===== src/rtl/opp_kick_ctrl.sv =====
// Opponent AI kick controller: arms when the ball approaches the opponent rod,
// holds an artificial key 6 for a fixed number of frames, then emits a release pulse.
module opp_kick_ctrl #(
   parameter int OPP_ROD_X       = 480,
   parameter int APPROACH_DIST   = 96,
   parameter int CHARGE_FRAMES   = 20,
   parameter int COOLDOWN_FRAMES = 30
) (
   input  logic               clk,
   input  logic               resetN,
   input  logic               startOfFrame,
   input  logic               enable,
   input  logic signed [10:0] ballTopLeftX,
   input  logic signed [10:0] BallXSpeed,
   input  logic               collisionWithOppPlayers,
   input  logic [1:0]         goalWasScored,
   output logic               oppKey_6_is_pressed,
   output logic               oppKey6WasReleased,
   output logic [7:0]         kickCount,
   output logic [2:0]         state_o
);

   localparam int unsigned CNT_W = 8;
   localparam int unsigned POS_W = 12;

   typedef enum logic [2:0] {
      S_IDLE     = 3'd0,
      S_ARMED    = 3'd1,
      S_CHARGE   = 3'd2,
      S_RELEASE  = 3'd3,
      S_COOLDOWN = 3'd4
   } state_t;

   state_t                   r_state;
   logic [CNT_W-1:0]         r_cnt;
   logic [CNT_W-1:0]         r_kick;
   logic                     r_pressed;
   logic                     r_released;

   logic signed [POS_W-1:0]  w_diff;
   logic signed [POS_W-1:0]  w_dist;
   logic                     w_in_win;
   logic                     w_abort;
   logic [CNT_W-1:0]         w_cnt_inc;

   // 12-bit signed distance covers the whole 11-bit ball range without overflow
   assign w_diff    = $signed({ballTopLeftX[10], ballTopLeftX}) - $signed(POS_W'(OPP_ROD_X));
   assign w_dist    = w_diff[POS_W-1] ? -w_diff : w_diff;
   assign w_in_win  = (w_dist <= $signed(POS_W'(APPROACH_DIST))) && (BallXSpeed > 11'sd0);
   assign w_abort   = (goalWasScored != 2'b00) || !enable;
   assign w_cnt_inc = r_cnt + CNT_W'(1);

   // Key outputs are registered alongside the state they mirror
   always_ff @(posedge clk or negedge resetN) begin
      if (!resetN) begin
         r_state    <= S_IDLE;
         r_cnt      <= '0;
         r_kick     <= '0;
         r_pressed  <= 1'b0;
         r_released <= 1'b0;
      end else begin
         r_pressed  <= 1'b0;
         r_released <= 1'b0;
         if (w_abort) begin
            r_state <= S_IDLE;
            r_cnt   <= '0;
         end else begin
            case (r_state)
               S_IDLE: begin
                  if (w_in_win) r_state <= S_ARMED;
               end
               S_ARMED: begin
                  if (collisionWithOppPlayers) begin
                     r_state   <= S_CHARGE;
                     r_cnt     <= '0;
                     r_pressed <= 1'b1;
                  end else if (!w_in_win) begin
                     r_state <= S_IDLE;
                  end
               end
               S_CHARGE: begin
                  if (startOfFrame && (w_cnt_inc == CNT_W'(CHARGE_FRAMES))) begin
                     r_state    <= S_RELEASE;
                     r_cnt      <= w_cnt_inc;
                     r_released <= 1'b1;
                     // kickCount saturates at 255
                     if (r_kick != '1) r_kick <= r_kick + CNT_W'(1);
                  end else begin
                     r_pressed <= 1'b1;
                     if (startOfFrame) r_cnt <= w_cnt_inc;
                  end
               end
               S_RELEASE: begin
                  r_state <= S_COOLDOWN;
                  r_cnt   <= '0;
               end
               S_COOLDOWN: begin
                  if (startOfFrame) begin
                     r_cnt <= w_cnt_inc;
                     if (w_cnt_inc == CNT_W'(COOLDOWN_FRAMES)) r_state <= S_IDLE;
                  end
               end
               default: begin
                  r_state <= S_IDLE;
                  r_cnt   <= '0;
               end
            endcase
         end
      end
   end

   assign oppKey_6_is_pressed = r_pressed;
   assign oppKey6WasReleased  = r_released;
   assign kickCount           = r_kick;
   assign state_o             = r_state;

endmodule

===== config.mk =====
export PLATFORM = sky130hd
export DESIGN_NAME = opp_kick_ctrl
export DESIGN_NICKNAME = d
export VERILOG_FILES = /design/src/rtl/opp_kick_ctrl.sv
export SDC_FILE = /design/constraint.sdc
export NUM_CORES = 1
export LEC_CHECK = 0
export ABC_AREA = 1
export ABC_CLOCK_PERIOD_IN_PS = 1800
export CAP_MARGIN = 40
export CORE_MARGIN = 3
export CORE_UTILIZATION = 30
export DETAILED_ROUTE_END_ITERATION = 6
export PLACE_DENSITY = 0.61
export SLEW_MARGIN = 5
export SYNTH_ARGS = -nofsm -noshare
export SYNTH_HDL_FRONTEND = slang
export SYNTH_SLANG_ARGS = --single-unit

===== constraint.sdc =====
create_clock -name clk -period 1.8 [get_ports clk]
set_clock_uncertainty 0.15 [all_clocks]
set_input_delay 0.27 -clock clk [delete_from_list [all_inputs] [get_ports clk]]
set_output_delay 0.27 -clock clk [all_outputs]
set_load 0.05 [all_outputs]

==> Word-level counts from Yosys, hierarchy flattened <==
Index checks and enable logic that the tools add are counted.
{ "classes": {"addsub": 4, "n_lt_le_gt_ge": 2, "n_eq_ne": 14, "muxes": 21, "bitwise": 1, "reduce_logical": 9} }
{ "ops": {"columns": ["op", "count"], "rows": [
  ["8-bit two-way mux", 4],
  ["8-bit one-hot mux with 4 select lines", 1],
  ["3-bit two-way mux", 7],
  ["8-bit by 1-bit adder with 8-bit output, second input constant", 2],
  ["8-bit by 5-bit == test with 1-bit output, second input constant", 2],
  ["3-bit != test, second input constant", 5],
  ["3-bit one-hot mux with 5 select lines", 1],
  ["12-bit by 8-bit less-or-equal comparator with 1-bit output, second input constant", 1],
  ["12-bit two-way mux", 1],
  ["12-bit negation", 1],
  ["11-bit by 10-bit subtractor with 12-bit output, second input constant", 1],
  ["11-bit by 1-bit > comparator with 1-bit output, second input constant", 1],
  ["8-bit != test, second input constant", 1],
  ["3-bit by 2-bit == test with 1-bit output, second input constant", 2],
  ["1-bit two-way mux", 6],
  ["5-bit AND reduction", 1],
  ["4-bit != test, second input constant", 1],
  ["4-bit AND reduction", 1],
  ["3-bit by 1-bit == test with 1-bit output, second input constant", 1],
  ["3-bit == test, second input constant", 1],
  ["3-bit zero test", 1],
  ["1-bit logical AND", 2],
  ["2-bit != test, second input constant", 1],
  ["1-bit one-hot mux with 2 select lines", 1],
  ["other kinds (5)", 5]
]} }
{ "totals": {"reg_bits": 21, "input_bits": 29, "out_inout_bits": 13, "elab_cells": 56} }

==> Depth between registers and ports, before layout <==
Gate-level depths: netlist of the first run.
{ "logic_depth": {"word_depth": 9, "ltp_mapped": 15, "ltp_nobuf": 15} }

==> Worst setup path before layout of the first run <==
Ideal clock, no wire load.
{ "synth_path": {"kind": "register to register", "start": "reg r_kick[1] (netlist: kickCount[1])", "end": "reg r_kick[1] (netlist: kickCount[1])", "setup_ns": 0.074, "arrival_ns": 1.784, "t_required_ns": 1.576, "slack_ns": -0.208, "stages_incl_launch_ff": 9, "path_buffers": 1, "synth_period_minus_slack_ns": 2.008, "path_cell_list": "dfrtp_1 -> ha_1 -> nand3_1 -> nor3_1 -> a21oi_1 -> nand4_4 -> buf_6 -> nand2_2 -> o21ai_2"} }
{ "synth_between": {"elab_chain_len": 2, "elab_cells_between_ends": 3, "classes_between": "add/sub (1); eq/ne (1); reduce/logical (1)"} }
{ "synth_lines": {"columns": ["element", "line_no", "text"], "rows": [
  ["from (decl)", "36", "logic [CNT_W-1:0] r_kick;"],
  ["from (signal assigned)", "87", "if (r_kick != '1) r_kick <= r_kick + CNT_W'(1);"],
  ["branches (longest 2 deep; another with 8-bit by 1-bit adder with 8-bit output)", null, null]
]} }
Several ways; the timed one is not identified.
A chain may end at the register's enable or synchronous reset.

==> Worst setup path after layout of the first run <==
{ "layout_path": {"start": "reg r_cnt[1]", "end": "reg r_state[0] (netlist: state_o[0])"} }
{ "layout_between": {"elab_chain_len": 5, "elab_cells_between_ends": 7, "classes_between": "add/sub (1); eq/ne (4); reduce/logical (2)"} }
{ "layout_lines": {"columns": ["element", "line_no", "text"], "rows": [
  ["from (decl)", "35", "logic [CNT_W-1:0] r_cnt;"],
  ["from (signal assigned)", "84", "r_cnt <= w_cnt_inc;"],
  ["from (signal assigned)", "90", "if (startOfFrame) r_cnt <= w_cnt_inc;"],
  ["from (signal assigned)", "99", "r_cnt <= w_cnt_inc;"],
  ["8-bit by 1-bit adder with 8-bit output (*)", "51", "assign w_cnt_inc = r_cnt + CNT_W'(1);"],
  ["8-bit by 5-bit == test with 1-bit output", "82", "if (startOfFrame && (w_cnt_inc == CNT_W'(CHARGE_FRAMES))) begin"],
  ["1-bit logical AND", "82", null],
  ["3-bit != test (no source line)", null, null],
  ["5-bit AND reduction (no source line) (*)", null, null],
  ["to (signal assigned)", "78", "r_state <= S_IDLE;"],
  ["to (signal assigned)", "83", "r_state <= S_RELEASE;"],
  ["to (signal assigned)", "94", "r_state <= S_COOLDOWN;"],
  ["to (decl)", "34", "state_t r_state;"]
]} }
Mark *: on every way between the ends. The rest lies on a longest branch, timed or not.

==> flow_summary_export.csv, run 1 <==
group,metric,value,unit
outcome,outcome,"complete, but fails checks",
outcome,violations,"negative setup slack",
setup_path,slowest_stage,"dfrtp_2",
clock_tree,cts_max_path_buffers,2,
hold_path,worstHoldPathType,"input pin to asynchronous set/reset pin",
sta,tightest_slew,0.390,ns
power_and_ir_drop,p_per_area,371,nW/um^2
setup_path,start_kind,"flip-flop",
floorplanning,die_y,83.1,um
sta,setup_slack,-0.0729,ns
cells_and_area,nets,371,
setup_path,path_cells,"ha_4 -> nand4_1 -> nor2_1 -> nand2_1 -> nand2_4 -> nor2_8 -> buf_6 -> nand2_4 -> nand2_4 -> nand2_2 -> nor2_2 -> nand2_1 -> o21bai_1",
floorplanning,core,5640,um^2
global_routing,grt_first_pass_wirelength,7110,um
setup_path,arrival,1.88,ns
power_and_ir_drop,switchingPower,0.000283,W
power_and_ir_drop,seq_power_share,0.465,
yosys,syn_inst,253,
yosys,synth_nets,286,
sta,setup_viol,9,
clock_tree,clkSlewWorstSetupHoldPaths,0.08,ns
power_and_ir_drop,p_leak,1.34,nW
clock_tree,htreeDepth,1,
global_routing,antenna_found_initial,0,
place,port_buffers,41,
cells_and_area,final_cells,409,
yosys,yosys.cell_count.top_type,"nand2_1",
sta,holdWs,0.193,ns
routing,ant_nets,0,
routing,drt_wl_total,4200,um
yosys,syn_area_per_cell,7.05,um^2
clock_tree,cts_tree,"done",
sta,grt_setup_unrepaired,"yes",
cells_and_area,drive_gt1_frac,0.386,
clock_tree,clkLatencyLatePin,0.26,ns
floorplanning,start_util,0.316,
setup_path,path_delay_family,"simple AND/OR/NAND/NOR gates",
place,place.detailed.hpwl,3260,um
floorplanning,io_pins,42,
global_routing,grt_max_degree,22,
yosys,synth-edff-count,0,
place,finalWeightedCongestion,0.797,
sta,fin_crit,1.87,ns
yosys,synth.area.top_cells,"dfrtp_1 (29%), nand2_1 (11%), inv_1 (8.8%), nand3_1 (6.7%), nor2_1 (6.1%)",
power_and_ir_drop,vdd_drop_max,236,uV
power_and_ir_drop,internal_power,0.000757,W
power_and_ir_drop,power_frac_comb,0.225,
sta,max_freq,534,MHz
global_routing,grt_pass1_vias,1613,
place,dp_cells,396,
yosys,synth_flop_cell,"dfrtp_1",
cells_and_area,fin_util,0.496,
setup_path,endpoint_kind,"flip-flop",
setup_path,cp_max_fo,4,
setup_path,crit_top_cell,"nand2_4",
routing,drc,0,
yosys,ys_types,35,
sta,fin_crit_sh,1.04,
sta,hold_viol,0,
floorplanning,num_rows,27,
yosys,synth_top_area_cell,"dfrtp_1",
setup_path,crit_type,"flip-flop to flip-flop",
yosys,ys_seq_area_frac,0.295,
global_routing,grt-ovfl-total,0,
routing,drt_iter0_drc,137,
cells_and_area,diodes,0,
yosys,yosysWarnings,0,
yosys,synth_common_cells,"nand2_1 (53), inv_1 (42), nor2_1 (29)",
routing,firstDrtPassIters,4,
yosys,synthArstFlopShare,1.00,
run,maxCapViolCount,0,
yosys,synth_top_cell_area_share,0.295,
yosys,synth-seq-cells,21,
power_and_ir_drop,power.share.clock,0.310,
setup_path,required,1.81,ns
routing,vias_per_cell,4.50,
setup_path,cp_num_buf_inv,1,
sta,slew_headroom,0.738,
cells_and_area,area_growth,57.1,%
sta,maxSlewViolCount,0,
clock_tree,numCtsBuffers,3,
clock_tree,cts_root_buf,"clkbuf_8",
clock_tree,cts_sinks,21,
floorplanning,die_w,83.1,um
yosys,syn-cell-area,1780,um^2
routing,dr_total_vias,1839,
cells_and_area,nFillCells,538,
floorplanning,die-area,6900,um^2
global_routing,grt.total_usage,0.121,
routing,post_drt_wl_per_cell,10.3,um
power_and_ir_drop,p_sw_frac,0.272,
setup_path,critPathMaxStageDelay,0.43,ns
-- layer usage --
| metal | up-vias | GRT usage | part of all wire |
|---|---|---|---|
| met5 | - | 0 | 0 |
| met4 | 0 | 0.0267 | 0.0093 |
| met3 | 4 | 0.0208 | 0.032 |
| met2 | 35 | 0.198 | 0.47 |
| met1 | 821 | 0.166 | 0.48 |
| li1 | 979 | - | - |
-- cells in the final DEF, fill, tap and decap left out, drive strengths merged --
master,count
nand2,66
nor3,8
o21ai,14
o41ai,1
inv,45
xnor2,4
ha,4
o21bai,1
buf,53
a21oi,6
clkbuf,4
dlygate4sd2,1
nor2,34
o22ai,2
xor2,5
clkinv,1
a21boi,1
nor4,1
nand4,9
o31ai,2
clkdlybuf4s50,27
dfrtp,21
nor3b,1
nand3,26
-- layout make-up --
type                    instances  area [um^2]  share of cell area
repair buffers                 82          751               0.268
inverters                      45          169              0.0603
clock buffers                   3         41.3              0.0147
flip-flops and latches         21          536               0.191
multi-input cells             185         1210               0.432
well taps                      72         90.1              0.0322
clock inverters                 1         5.00             0.00179
-- registers in the layout, summed over array words and instances (netlist names) --
signal and cells:
oppKey_6_is_pressed 1, state_o 3, oppKey6WasReleased 1, kickCount 8, r_cnt 8
-- cells by family (layout without fill, tap and decap cells) --
logic type / Yosys count / in the layout / synth area share
AOI/OAI and AO/OA: 27 / 27 / 0.102
and+or+nand+nor: 144 / 145 / 0.415
buffers and inverters: 48 / 131 / 0.112
DFF: 21 / 21 / 0.295
adders and majority gates: 4 / 4 / 0.0281
xor gates and xnor gates: 9 / 9 / 0.0484
-- power groups by stage --
stage                     registers, W  clock network (W)  logic (W)
after floorplan               0.000494                  0  0.0000864
after global placement        0.000493                  0   0.000208
after detailed placement      0.000493                  0   0.000209
after CTS                     0.000483           0.000330   0.000222
after global routing          0.000485           0.000362   0.000259
final                         0.000484           0.000323   0.000234
-- final timing paths --
| path | from | to | slack, ns | cells after the start |
|---|---|---|---|---|
| worst max-delay path | r_cnt[1]$_DFFE_PN0P_ | state_o[0]$_DFFE_PN0P_ | -0.07 | 13 |
| worst min-delay path | resetN | kickCount[5]$_DFFE_PN0P_ | 0.19 | 2 |
| worst max register to register | r_cnt[1]$_DFFE_PN0P_ | state_o[0]$_DFFE_PN0P_ | -0.07 | 13 |
| worst min register to register | kickCount[5]$_DFFE_PN0P_ | kickCount[5]$_DFFE_PN0P_ | 0.40 | 2 |
| max in group asynchronous | resetN | r_cnt[0]$_DFFE_PN0P_ | 1.06 | 2 |
| min in group clk | kickCount[5]$_DFFE_PN0P_ | kickCount[5]$_DFFE_PN0P_ | 0.40 | 2 |
-- what timing repair did --
| action | in CTS | in global routing |
|---|---|---|
| setup endpoints to repair | 11 | 18 |
| gates resized for setup | 18 | 18 |
| cloned | 1 | 1 |
| buffers inserted | 4 | 3 |
| pin swaps | 12 | 7 |
| endpoints found under the hold margin | 0 | 0 |
| hold buffers | 0 | 0 |
-- through the flow --
step	worst slack (ns)	power, W	area, um^2	TNS [ns]
after floorplan	0.00556	0.000580	1830	0
after global placement	-0.334	0.000700	2550	-1.62
after detailed placement	-0.407	0.000702	2550	-1.66
after CTS	-0.0667	0.00104	2680	-0.106
after global routing	-0.173	0.00111	2800	-1.10
final	-0.0729	0.00104	2800	-0.150
-- worst reg2reg max path: stages (launching register included) --
cell and delay [ns]:
dfrtp_2 0.43, ha_4 0.16, nand4_1 0.14, nor2_1 0.19, nand2_1 0.12, nand2_4 0.11
nor2_8 0.04, buf_6 0.11, nand2_4 0.06, nand2_4 0.05, nand2_2 0.06, nor2_2 0.03
nand2_1 0.06, o21bai_1 0.05
(Power assumes the default switching activity.)
==> run 2, diff against run 1 <==
--- a/config.mk
+++ b/config.mk
@@ -6,12 +6,12 @@
 export NUM_CORES = 1
 export LEC_CHECK = 0
 export ABC_AREA = 1
-export ABC_CLOCK_PERIOD_IN_PS = 1800
 export CAP_MARGIN = 40
 export CORE_MARGIN = 3
-export CORE_UTILIZATION = 30
+export CORE_UTILIZATION = 47
+export CTS_BUF_LIST = sky130_fd_sc_hd__clkbuf_4 sky130_fd_sc_hd__clkbuf_8
 export DETAILED_ROUTE_END_ITERATION = 6
-export PLACE_DENSITY = 0.61
+export PLACE_DENSITY = 0.85
 export SLEW_MARGIN = 5
 export SYNTH_ARGS = -nofsm -noshare
 export SYNTH_HDL_FRONTEND = slang
==> run 2 against run 1 <==
Against the previous run:
- the flow still finishes with violations (negative setup slack)
- critical path depth decreased by 4
- worst setup slack got worse by 0.030 ns
- via count increased by 9.8%
- sequential power about the same
- combinational power about the same
- fmax decreased by 1.6%
- highest routed layer unchanged
==> flow_summary_export.csv, run 2 (synthesis results as in run 1) <==
group,metric,value,unit
outcome,outcome,"complete, but fails checks",
outcome,violations,"negative setup slack",
routing,firstDrtPassIters,5,
floorplanning,die_w,67.6,um
global_routing,grt.total_usage,0.225,
setup_path,crit_start,"r_cnt[1]$_DFFE_PN0P_",
floorplanning,core,3490,um^2
setup_path,reg2reg_from,"r_cnt[1]$_DFFE_PN0P_",
routing,drt_iter0_drc,163,
cells_and_area,nFillCells,226,
clock_tree,clkSlewWorstSetupHoldPaths,0.09,ns
setup_path,start_kind,"flip-flop",
setup_path,crit_type,"flip-flop to flip-flop",
clock_tree,cts_max_path_buffers,2,
setup_path,arrival,1.91,ns
floorplanning,die-area,4570,um^2
sta,max_freq,525,MHz
sta,hold_viol,0,
setup_path,cp_max_fo,4,
place,place.detailed.hpwl,3650,um
clock_tree,cts_tree,"done",
global_routing,grt_pass1_vias,1784,
floorplanning,start_util,0.510,
cells_and_area,diodes,0,
floorplanning,die_y,67.6,um
cells_and_area,final_cells,382,
sta,fin_crit,1.90,ns
floorplanning,num_rows,21,
sta,slew_headroom,0.705,
power_and_ir_drop,p_leak,1.35,nW
cells_and_area,area_growth,55.7,%
sta,fin_crit_sh,1.06,
cells_and_area,drive_gt1_frac,0.363,
run,maxCapViolCount,0,
sta,setup_slack,-0.103,ns
setup_path,r2r-end,"oppKey6WasReleased$_DFF_PN0_",
routing,post_drt_wl_per_cell,14.3,um
sta,grt_setup_unrepaired,"yes",
power_and_ir_drop,p_total,0.00104,W
clock_tree,ctsHoldBuffers,0,
routing,vias_per_cell,5.29,
setup_path,rrSetupSlack,-0.10,ns
setup_path,ff2ff_path_depth,9,
place,finalWeightedCongestion,0.840,
routing,ant_nets,0,
setup_path,cp-endpoint,"oppKey6WasReleased$_DFF_PN0_",
place,dpl_cell_area,2520,um^2
global_routing,antenna_found_initial,0,
cells_and_area,multi_input_area,1230,um^2
global_routing,grt-ovfl-total,0,
cells_and_area,final_cell_mix,"nand2_1 (48), buf_4 (48), inv_1 (40), nor2_1 (28), clkdlybuf4s50_1 (26)",
sta,holdWs,0.189,ns
sta,tightest_slew,0.439,ns
clock_tree,numCtsBuffers,3,
sta,maxSlewViolCount,0,
floorplanning,io_pins,42,
power_and_ir_drop,p_per_area,376,nW/um^2
place,dp_cells,372,
routing,drt_wl_total,5480,um
global_routing,grt_max_degree,22,
routing,drc,0,
cells_and_area,nets,370,
setup_path,required,1.81,ns
clock_tree,cts_sinks,21,
power_and_ir_drop,vdd_drop_max,342,uV
setup_path,endpoint_kind,"flip-flop",
global_routing,grt_first_pass_wirelength,7850,um
routing,dr_total_vias,2019,
clock_tree,cts_root_buf,"clkbuf_8",
cells_and_area,final_area,2780,um^2
cells_and_area,register_area,537,um^2
place,port_buffers,41,
clock_tree,htreeDepth,1,
cells_and_area,fin_util,0.794,
clock_tree,clkLatencyLatePin,0.27,ns
sta,setup_viol,11,
hold_path,worstHoldPathType,"input pin to asynchronous set/reset pin",
## run 2: worst min-delay path by stage
stage,end,cells past startpoint,start
final,kickCount[5]$_DFFE_PN0P_,2,resetN
after global routing,kickCount[5]$_DFFE_PN0P_,2,resetN
after CTS,kickCount[4]$_DFFE_PN0P_,2,resetN
after detailed placement,kickCount[4]$_DFFE_PN0P_,2,kickCount[4]$_DFFE_PN0P_
after global placement,kickCount[4]$_DFFE_PN0P_,2,kickCount[4]$_DFFE_PN0P_
after floorplan,kickCount[0]$_DFFE_PN0P_,0,resetN
## run 2: power breakdown
part | switching [W] | total, W | internal, W
Sequential | 0.00000883 | 0.000485 | 0.000476
Combinational | 0.000111 | 0.000233 | 0.000122
Clock | 0.000172 | 0.000326 | 0.000155
Total | 0.000292 | 0.00104 | 0.000753
## run 2: repair_timing
action                                  4_1_cts  5_1_grt
endpoints found under the setup margin       12       19
gates cloned                                  0        1
buffers inserted                              3        2
pin swaps                                     6        5
resized for setup                            19       19
## run 2: cell type report
cell class / count / area share
tap: 46 / 0.0207
clock buffer: 3 / 0.0149
timing repair buffer: 82 / 0.267
multi-input combinational: 184 / 0.442
clock inverter: 1 / 0.00180
inverter: 45 / 0.0608
sequential: 21 / 0.193
## run 2: worst max-delay path: stages, from the launching register on
cell and delay (ns):
dfrtp_2 0.45, buf_4 0.16, nand3_4 0.09, xor2_4 0.16, nand3_2 0.13, nor2_4 0.15, buf_6 0.13, nand2_4 0.05
buf_4 0.13, nor3_1 0.19
## run 2: per-layer routing
| layer | track usage | vias to the layer above | wire length, um |
|---|---|---|---|
| li1 | - | 972 | - |
| met1 | 0.271 | 939 | 2140 |
| met2 | 0.401 | 84 | 2870 |
| met3 | 0.0399 | 24 | 305 |
| met4 | 0.0734 | 0 | 165 |
| met5 | 0 | - | 0 |
## run 2: stage by stage
step | TNS, ns | setup slack (ns)
3_3_place_gp | -1.26 | -0.370
3_5_place_dp | -2.31 | -0.470
6_report | -0.591 | -0.103
5_1_grt | -1.74 | -0.181
4_1_cts | -0.230 | -0.0700
2_1_floorplan | 0 | 0.00556
==> run 3, diff against run 2 <==
--- a/config.mk
+++ b/config.mk
@@ -7,11 +7,11 @@
 export LEC_CHECK = 0
 export ABC_AREA = 1
 export CAP_MARGIN = 40
-export CORE_MARGIN = 3
+export CORE_MARGIN = 2
 export CORE_UTILIZATION = 47
 export CTS_BUF_LIST = sky130_fd_sc_hd__clkbuf_4 sky130_fd_sc_hd__clkbuf_8
 export DETAILED_ROUTE_END_ITERATION = 6
-export PLACE_DENSITY = 0.85
+export PLACE_DENSITY = 0.9
 export SLEW_MARGIN = 5
 export SYNTH_ARGS = -nofsm -noshare
 export SYNTH_HDL_FRONTEND = slang
==> run 3 against run 2 <==
Against the previous run:
- die area shrank 5.8%
- the flow still finishes with violations (negative setup slack)
- final cell count rose by 0.52%
- combinational power barely moved
- clock power about the same
- largest cell class unchanged
- highest routed layer unchanged
- worst setup slack worse by 0.014 ns
- non-clock buffer count did not move
- sequential share of layout area shrank 0.16 points
- first-iteration DRC count fell by 34%
- register-to-register slack is essentially flat
- critical path type unchanged
- power up 0.54%
==> flow_summary_export.csv, run 3 (synthesis results as in run 1) <==
group,metric,value,unit
outcome,outcome,"complete, but fails checks",
outcome,violations,"negative setup slack",
setup_path,slowest_stage,"dfrtp_2",
cells_and_area,drive_gt1_frac,0.378,
sta,max_freq,521,MHz
power_and_ir_drop,power.share.clock,0.313,
setup_path,cp_num_buf_inv,1,
clock_tree,cts_sinks,21,
setup_path,cp-endpoint,"state_o[0]$_DFFE_PN0P_",
setup_path,arrival,1.96,ns
global_routing,grt_max_degree,22,
routing,drt_iter0_drc,108,
routing,ant_nets,0,
global_routing,grt-ovfl-total,0,
sta,fin_crit_sh,1.07,
clock_tree,cts_root_buf,"clkbuf_8",
floorplanning,start_util,0.487,
cells_and_area,final_cell_mix,"buf_4 (46), nand2_1 (43), inv_1 (41), nor2_1 (26), clkdlybuf4s50_1 (24)",
floorplanning,die-area,4300,um^2
setup_path,reg2reg_from,"r_cnt[0]$_DFFE_PN0P_",
cells_and_area,final_area,2800,um^2
routing,vias_per_cell,5.25,
place,place.detailed.hpwl,3440,um
global_routing,grt.total_usage,0.251,
run,maxCapViolCount,0,
place,port_buffers,41,
floorplanning,die_y,65.6,um
setup_path,required,1.84,ns
routing,drt_wl_total,5090,um
global_routing,grt_first_pass_wirelength,8480,um
setup_path,crit_type,"flip-flop to flip-flop",
routing,highest_layer,"met4",
global_routing,antenna_found_initial,0,
place,dpl_cell_area,2510,um^2
routing,wl_met2,2690,um
sta,grt_setup_unrepaired,"yes",
setup_path,path_cells,"ha_4 -> buf_4 -> xnor2_1 -> nor3b_2 -> a21boi_0 -> nor2_2 -> nand2_1 -> o21bai_1",
place,pre_cts_ws,-0.458,ns
setup_path,rrSetupSlack,-0.12,ns
clock_tree,cts_tree,"done",
setup_path,crit_start,"r_cnt[0]$_DFFE_PN0P_",
routing,dr_wl_met3,214,um
routing,drc,0,
sta,fin_crit,1.92,ns
routing,wl_met1,2030,um
clock_tree,numCtsBuffers,3,
power_and_ir_drop,seq_power_share,0.462,
clock_tree,clkSlewWorstSetupHoldPaths,0.09,ns
setup_path,cp_max_fo,3,
setup_path,path_delay_family,"simple AND/OR/NAND/NOR gates",
power_and_ir_drop,vdd_drop_max,469,uV
routing,post_drt_wl_per_cell,13.2,um
sta,setup_slack,-0.118,ns
setup_path,critPathMaxStageDelay,0.45,ns
setup_path,ff2ff_path_depth,8,
floorplanning,io_pins,42,
routing,firstDrtPassIters,5,
setup_path,endpoint_kind,"flip-flop",
routing,dr_total_vias,2016,
clock_tree,clkLatencyLatePin,0.27,ns
floorplanning,core,3660,um^2
hold_path,worstHoldPathType,"input pin to asynchronous set/reset pin",
power_and_ir_drop,power_frac_comb,0.225,
clock_tree,cts_max_path_buffers,2,
cells_and_area,layout_commonest_cell,"buf_4",
sta,maxSlewViolCount,0,
sta,slew_headroom,0.760,
sta,setup_viol,10,
sta,tightest_slew,0.357,ns
setup_path,start_kind,"flip-flop",
cells_and_area,nets,370,
setup_path,cp_num_cells,8,
sta,hold_viol,0,
cells_and_area,area_growth,57.1,%
global_routing,grt_pass1_vias,1950,
floorplanning,num_rows,22,
power_and_ir_drop,switchingPower,0.000296,W
power_and_ir_drop,internal_power,0.000754,W
place,finalWeightedCongestion,0.825,
setup_path,r2r-end,"state_o[0]$_DFFE_PN0P_",
cells_and_area,diodes,0,
clock_tree,htreeDepth,1,
power_and_ir_drop,p_sw_frac,0.282,
floorplanning,die_w,65.6,um
power_and_ir_drop,p_per_area,375,nW/um^2
power_and_ir_drop,p_leak,1.36,nW
run 3: cell count changes in the layout (fill, tap and decap cells not counted), moves of 2 or more:
cell | before | now
buf_4 | 48 | 46
buf_6 | 3 | 5
clkdlybuf4s50_1 | 26 | 24
dlymetal6s2s_1 | 1 | 3
inv_2 | 5 | 3
nand2_1 | 48 | 43
nand2_2 | 6 | 11
nor2_1 | 28 | 26
nor2_2 | 2 | 4
run 3: power groups by stage:
stage | sequential [W] | combinational [W] | clock [W]
final | 0.000485 | 0.000236 | 0.000329
after global routing | 0.000485 | 0.000260 | 0.000347
after CTS | 0.000483 | 0.000223 | 0.000322
after detailed placement | 0.000492 | 0.000211 | 0
after global placement | 0.000492 | 0.000205 | 0
after floorplan | 0.000494 | 0.0000864 | 0
run 3: layer usage:
layer | global-route usage | vias up
met5 | 0 | -
met4 | 0.0990 | 0
met3 | 0.0462 | 23
met2 | 0.458 | 72
met1 | 0.288 | 944
li1 | - | 977
run 3: worst min-delay path by stage:
stage | startpoint | endpoint | slack (ns)
global placement | kickCount[4]$_DFFE_PN0P_ | kickCount[4]$_DFFE_PN0P_ | 0.37
global route | resetN | r_cnt[5]$_DFFE_PN0P_ | 0.21
detailed placement | kickCount[4]$_DFFE_PN0P_ | kickCount[4]$_DFFE_PN0P_ | 0.38
CTS | resetN | kickCount[5]$_DFFE_PN0P_ | 0.19
finish | resetN | kickCount[5]$_DFFE_PN0P_ | 0.19
floorplan | resetN | kickCount[0]$_DFFE_PN0P_ | -0.18
run 3: repair_timing:
action / 4_1_cts / 5_1_grt
pin swaps: 7 / 6
hold buffers: 0 / 0
hold endpoints to repair: 0 / 0
cloned: 1 / 0
setup buffers: 4 / 3
endpoints found under the setup margin: 11 / 18
resized for setup: 26 / 19
run 3: cell type report:
type                    count  area (um^2)
inverters                  45          169
clock inverters             1         5.00
clock buffers               3         41.3
repair buffers             82          756
well taps                  48         60.1
flip-flops and latches     21          537
fillers                   212          861
multi-input cells         184         1230
run 3: per-stage QoR:
stage	std cells	total power (W)	setup TNS (ns)	hold slack, ns	utilization
finish	384	0.00105	-0.807	0.188	0.765
global route	384	0.00109	-1.88	0.212	0.765
CTS	381	0.00103	-0.279	0.194	0.739
detailed placement	372	0.000703	-1.69	0.378	0.686
global placement	372	0.000697	-1.15	0.370	0.686
floorplan	253	0.000580	0	-0.176	-
